### src/rtl/fifo_pkg.sv
// Shared definitions for the FIFO word packer: FSM encoding and default lane geometry.
package fifo_pkg;

    localparam int DEF_FIFO_WIDTH = 8;
    localparam int DEF_PACK_RATIO = 4;

    typedef enum logic {
        FILL = 1'b0,
        SEND = 1'b1
    } pack_state_t;

endpackage

### src/rtl/fifo_word_packer.sv
// Packs PACK_RATIO consecutive upstream FIFO entries into one wide word (lane 0 = oldest),
// with a flush path that emits a partially filled word when the source runs dry.
module fifo_word_packer
    import fifo_pkg::*;
#(
    parameter int FIFO_WIDTH = DEF_FIFO_WIDTH,
    parameter int PACK_RATIO = DEF_PACK_RATIO,
    parameter int CNT_WIDTH  = $clog2(PACK_RATIO) + 1
) (
    input  logic                             CLK,
    input  logic                             rst_n,
    input  logic                             Fifo_Empty,
    input  logic [FIFO_WIDTH-1:0]            Fifo_Data,
    output logic                             Rd_Req,
    input  logic                             Flush,
    output logic [FIFO_WIDTH*PACK_RATIO-1:0] Out_Data,
    output logic [PACK_RATIO-1:0]            Out_Keep,
    output logic                             Out_Valid,
    input  logic                             Out_Ready
);

    localparam logic [CNT_WIDTH-1:0] FULL_CNT = CNT_WIDTH'(PACK_RATIO);
    localparam logic [CNT_WIDTH-1:0] LAST_CNT = CNT_WIDTH'(PACK_RATIO - 1);

    pack_state_t                               state;
    logic        [CNT_WIDTH-1:0]               issue_cnt;
    logic        [CNT_WIDTH-1:0]               cap_cnt;
    logic                                      rd_pend;
    logic        [PACK_RATIO-1:0][FIFO_WIDTH-1:0] lanes;
    logic                                      flush_ok;

    // A flush is only taken once every issued read has landed, so no byte is in flight.
    assign flush_ok = (state == FILL) && Flush && (cap_cnt != '0) && !rd_pend
                      && (issue_cnt == cap_cnt);

    assign Rd_Req = rst_n && (state == FILL) && !Fifo_Empty && (issue_cnt < FULL_CNT)
                    && !flush_ok;

    assign Out_Data = lanes;

    always_ff @(posedge CLK or negedge rst_n) begin
        if (!rst_n) begin
            state     <= FILL;
            issue_cnt <= '0;
            cap_cnt   <= '0;
            rd_pend   <= 1'b0;
            lanes     <= '0;
            Out_Keep  <= '0;
            Out_Valid <= 1'b0;
        end else begin
            case (state)
                FILL: begin
                    rd_pend <= Rd_Req;
                    if (Rd_Req)
                        issue_cnt <= issue_cnt + 1'b1;
                    if (rd_pend) begin
                        for (int i = 0; i < PACK_RATIO; i++) begin
                            if (cap_cnt == CNT_WIDTH'(i)) begin
                                lanes[i]    <= Fifo_Data;
                                Out_Keep[i] <= 1'b1;
                            end
                        end
                        cap_cnt <= cap_cnt + 1'b1;
                        if (cap_cnt == LAST_CNT) begin
                            state     <= SEND;
                            Out_Valid <= 1'b1;
                        end
                    end else if (flush_ok) begin
                        state     <= SEND;
                        Out_Valid <= 1'b1;
                    end
                end
                SEND: begin
                    rd_pend <= 1'b0;
                    // Lanes are zeroed on handoff so a later partial word reads 0 in unused lanes.
                    if (Out_Ready) begin
                        state     <= FILL;
                        Out_Valid <= 1'b0;
                        issue_cnt <= '0;
                        cap_cnt   <= '0;
                        Out_Keep  <= '0;
                        lanes     <= '0;
                    end
                end
                default: state <= FILL;
            endcase
        end
    end

endmodule
### config.mk
export PLATFORM = sky130hd
export DESIGN_NAME = fifo_word_packer
export DESIGN_NICKNAME = d
export VERILOG_FILES = /design/src/rtl/fifo_pkg.sv /design/src/rtl/fifo_word_packer.sv
export SDC_FILE = /design/constraint.sdc
export NUM_CORES = 1
export LEC_CHECK = 0
export BUFFER_PORTS_ARGS = -buffer_cell sky130_fd_sc_hd__buf_2
export CORE_ASPECT_RATIO = 2
export CORE_UTILIZATION = 47
export DETAILED_ROUTE_END_ITERATION = 8
export GPL_ROUTABILITY_DRIVEN = 0
export PLACE_DENSITY = 0.71
export SETUP_SLACK_MARGIN = 0.15
export SYNTH_ARGS = -nofsm -noshare
export SYNTH_HDL_FRONTEND = slang
export SYNTH_SLANG_ARGS = --single-unit
export TNS_END_PERCENT = 5
### constraint.sdc
create_clock -name CLK -period 3.4 [get_ports CLK]
set_input_delay 0.34 -clock CLK [delete_from_list [all_inputs] [get_ports CLK]]
set_output_delay 0.34 -clock CLK [all_outputs]
set_load 0.01 [all_outputs]
==> metrics.md <==
| Metric | Value |
|---|---|
| Clock power share | `17.1%` |
| Fraction of the mapped netlist area in simple logic gates | `12.1%` |
| Grt ovf | `0` |
| Outcome | `completed` |
| N_diodes | `0` |
| Clock Latency Late Sink | `0.29 ns` |
| Avg Inst Size Synth | `10.4 um^2` |
| Switching power | `0.000877 W` |
| Area leader, netlist | `dfrtp_1` |
| Period utilization | `66.1%` |
| Fin Setup TNS | `0 ns` |
| Pin count of the biggest net entering global routing | `46` |
| Mux contribution to synthesized area | `12.4%` |
| Mapped Area | `2170 um^2` |
| Seq pwr share | `43.1%` |
| Htree depth | `2` |
| Sw Ratio | `38.6%` |
| CTS Buffer Depth | `2` |
| DR DRC count | `0` |
| Synth cell count leaders | `nand2_1, dfrtp_1, mux2i_1, o21ai_0, o22ai_1` |
| Clock transition at path regs | `0.09 ns` |
| DIE HEIGHT | `98.2 um` |
| Combinational Power Share | `39.8%` |
| Hold Crit Class | `input pin to asynchronous set/reset pin` |
| CTS resizes | `0` |
| Int Pwr | `0.00139 W` |
| Share of async-settable or async-resettable flops after synthesis | `100%` |
| Slew Limit Fails | `0` |
| Total CTS buffers | `5` |
| Layout area overhead | `17.4%` |
| Max-cap viol count | `0` |
| Worst-Margin Slew | `0.976 ns` |
| Via/cell ratio | `5.33` |
| Post-synthesis compound-gate area fraction | `14.2%` |
| Top-Level Pins | `51` |
| Most common cell in the netlist | `nand2_1` |
| Cts hold-fix bufs | `0` |
| Vias in the first global route | `1580` |
| CTS Sinks | `45` |
| First drt pass iteration count | `4` |
| CP Class | `flip-flop to output port` |
| Unique masters post-synth | `28` |
| Post-route ant nets | `0` |
| Drt total wl | `4850 um` |
| Initial antenna violation count | `0` |
| Die Width | `50.1 um` |
| Crit path launch type | `flip-flop` |
| # rows | `34` |
| Synth Area in XOR/XNOR | `1.61%` |
| Final setup fails | `0` |
| Largest family of logic cells by synthesized area | `compound AO/OA/AOI/OAI gates` |
| Post-synthesis adder-cell area fraction | `3.45%` |
| Max Fclk | `0.445 GHz` |
| Die area | `4920 um^2` |
| Syn_nets | `227` |
| Top cell type's share of synthesized area | `51.8%` |
| Fin. Hold Viols | `0` |
| Final nets | `277` |
| GRT Total Usage | `21.5%` |
| Proportion of layout cells with a drive suffix above 1 | `26.0%` |
| Worst Skew | `0.0106 ns` |
| EDFF count, synth | `0` |
| Root Buffer | `clkbuf_8` |
| Via count | `1664` |
| Port Buf Inserts | `50` |
| Number of DRC markers in iteration 0 | `39` |
| Synth warnings | `0` |
| Leakage Power | `1.42 nW` |
| WP data required | `3.06 ns` |
| CP endpoint kind | `output port` |
| Area contributors post-synth | `dfrtp_1, mux2i_1, nand2_1, o22ai_1, o21ai_0` |
| PD cells | `890 nW/um^2` |
| Avg WL per Cell | `15.6 um` |
| Dpl hpwl | `3420 um` |
| RSZ-0062 raised after global routing | `no` |
| # Post-CTS Setup Buffers | `0` |
| Yosys reg bits | `45` |
| CTS tree | `done` |
| Initial core utilization | `49.6%` |
| Cells after Synth | `208` |
| Main synth FF type | `dfrtp_1` |
| Crit Path Max Fanout | `6` |
| VDD IR-drop max | `508 uV` |
| Final Power | `0.00227 W` |
| Register area share after synthesis | `51.8%` |
| Final core utilization | `58.3%` |
| Minimum clock period | `2.25 ns` |
| WP data arrival | `1.91 ns` |
| Global-route wire length before repair | `8000 um` |
| Max_slew headroom | `34.8%` |
| Core Area | `4380 um^2` |
## path summary, 6_finish.rpt
kind	start	to	slack [ns]	cells after the start
max	cap_cnt[0]	Rd_Req	1.15	5
min	rst_n	Out_Keep[1]	0.15	2
max reg2reg	state	Out_Data[3]	1.22	4
min reg2reg	Out_Data[5]	Out_Data[5]	0.48	2
max in group asynchronous	rst_n	Out_Data[30]	2.84	2
min in group CLK	Fifo_Empty	rd_pend	0.33	3
## stage by stage
| stage | instances | setup slack (ns) | hold slack (ns) | area, um^2 |
|---|---|---|---|---|
| after floorplan | 208 | 1.73 | 0.0444 | 2170 |
| after global placement | 305 | 1.33 | 0.458 | 2450 |
| after detailed placement | 305 | 1.21 | 0.467 | 2450 |
| after CTS | 312 | 1.13 | 0.190 | 2550 |
| after global routing | 312 | 0.969 | 0.196 | 2550 |
| final | 312 | 1.15 | 0.151 | 2550 |
## critical path, stage by stage (launching register included)
cell and delay (ns):
dfrtp_1 0.47, inv_1 0.12, ha_1 0.26, a2111oi_4 0.47, a21oi_4 0.13, buf_2 0.17
## logic make-up after synthesis
| kind of cell | after synthesis |
|---|---|
| adders and majority gates | 6 |
| AOI/OAI and AO/OA | 48 |
| and+or+nand+nor | 60 |
| DFF | 45 |
| muxes | 27 |
| xor gates and xnor gates | 4 |
| buffers and inverters | 18 |
## metal layers
metal / up-vias / track usage (%) / share of wire (%)
li1: 818 / - / -
met1: 797 / 26.4 / 41
met2: 40 / 35.7 / 52
met3: 9 / 3.43 / 3.4
met4: 0 / 9.89 / 3.1
met5: - / 0 / 0
## registers in the layout, indices dropped and copies added, names as in the netlist
signal,cells
Out_Data,32
Out_Keep,4
Out_Valid,1
cap_cnt,3
issue_cnt,3
rd_pend,1
state,1
## power groups by stage
stage	Sequential, W	Combinational (W)	Clock, W
after floorplan	0.00104	0.000516	0
after global placement	0.000981	0.000877	0
after detailed placement	0.000991	0.000909	0
after CTS	0.000980	0.000917	0.000399
after global routing	0.00102	0.00102	0.000419
final	0.000979	0.000904	0.000389
## area by class of cell
cell class | instances | area [um^2]
multi-input cells | 145 | 952
flip-flops and latches | 45 | 1130
well taps | 54 | 67.6
clock buffers | 5 | 68.8
inverters | 8 | 30.0
fillers | 402 | 1830
repair buffers | 53 | 273
clock inverters | 2 | 35.0
## cell usage in the layout (no fill, tap or decap)
cell type,instances
a22o_1,1
a21oi_1,4
xor2_1,3
inv_1,7
nor2_2,1
nor3b_4,1
o22ai_1,19
buf_4,3
nand2_1,51
nand2b_1,2
dfrtp_1,45
mux2i_1,27
buf_2,50
nand2_2,2
clkinv_2,1
a21boi_1,1
bufinv_16,1
clkinv_1,1
nor3_1,1
ha_1,6
clkbuf_8,5
a31oi_1,1
a21oi_4,1
a21boi_0,1
xnor2_1,1
a2111oi_4,1
or4b_4,1
nor2_1,1
o21ai_0,19
No activity file was read; power rests on OpenSTA's default activity.
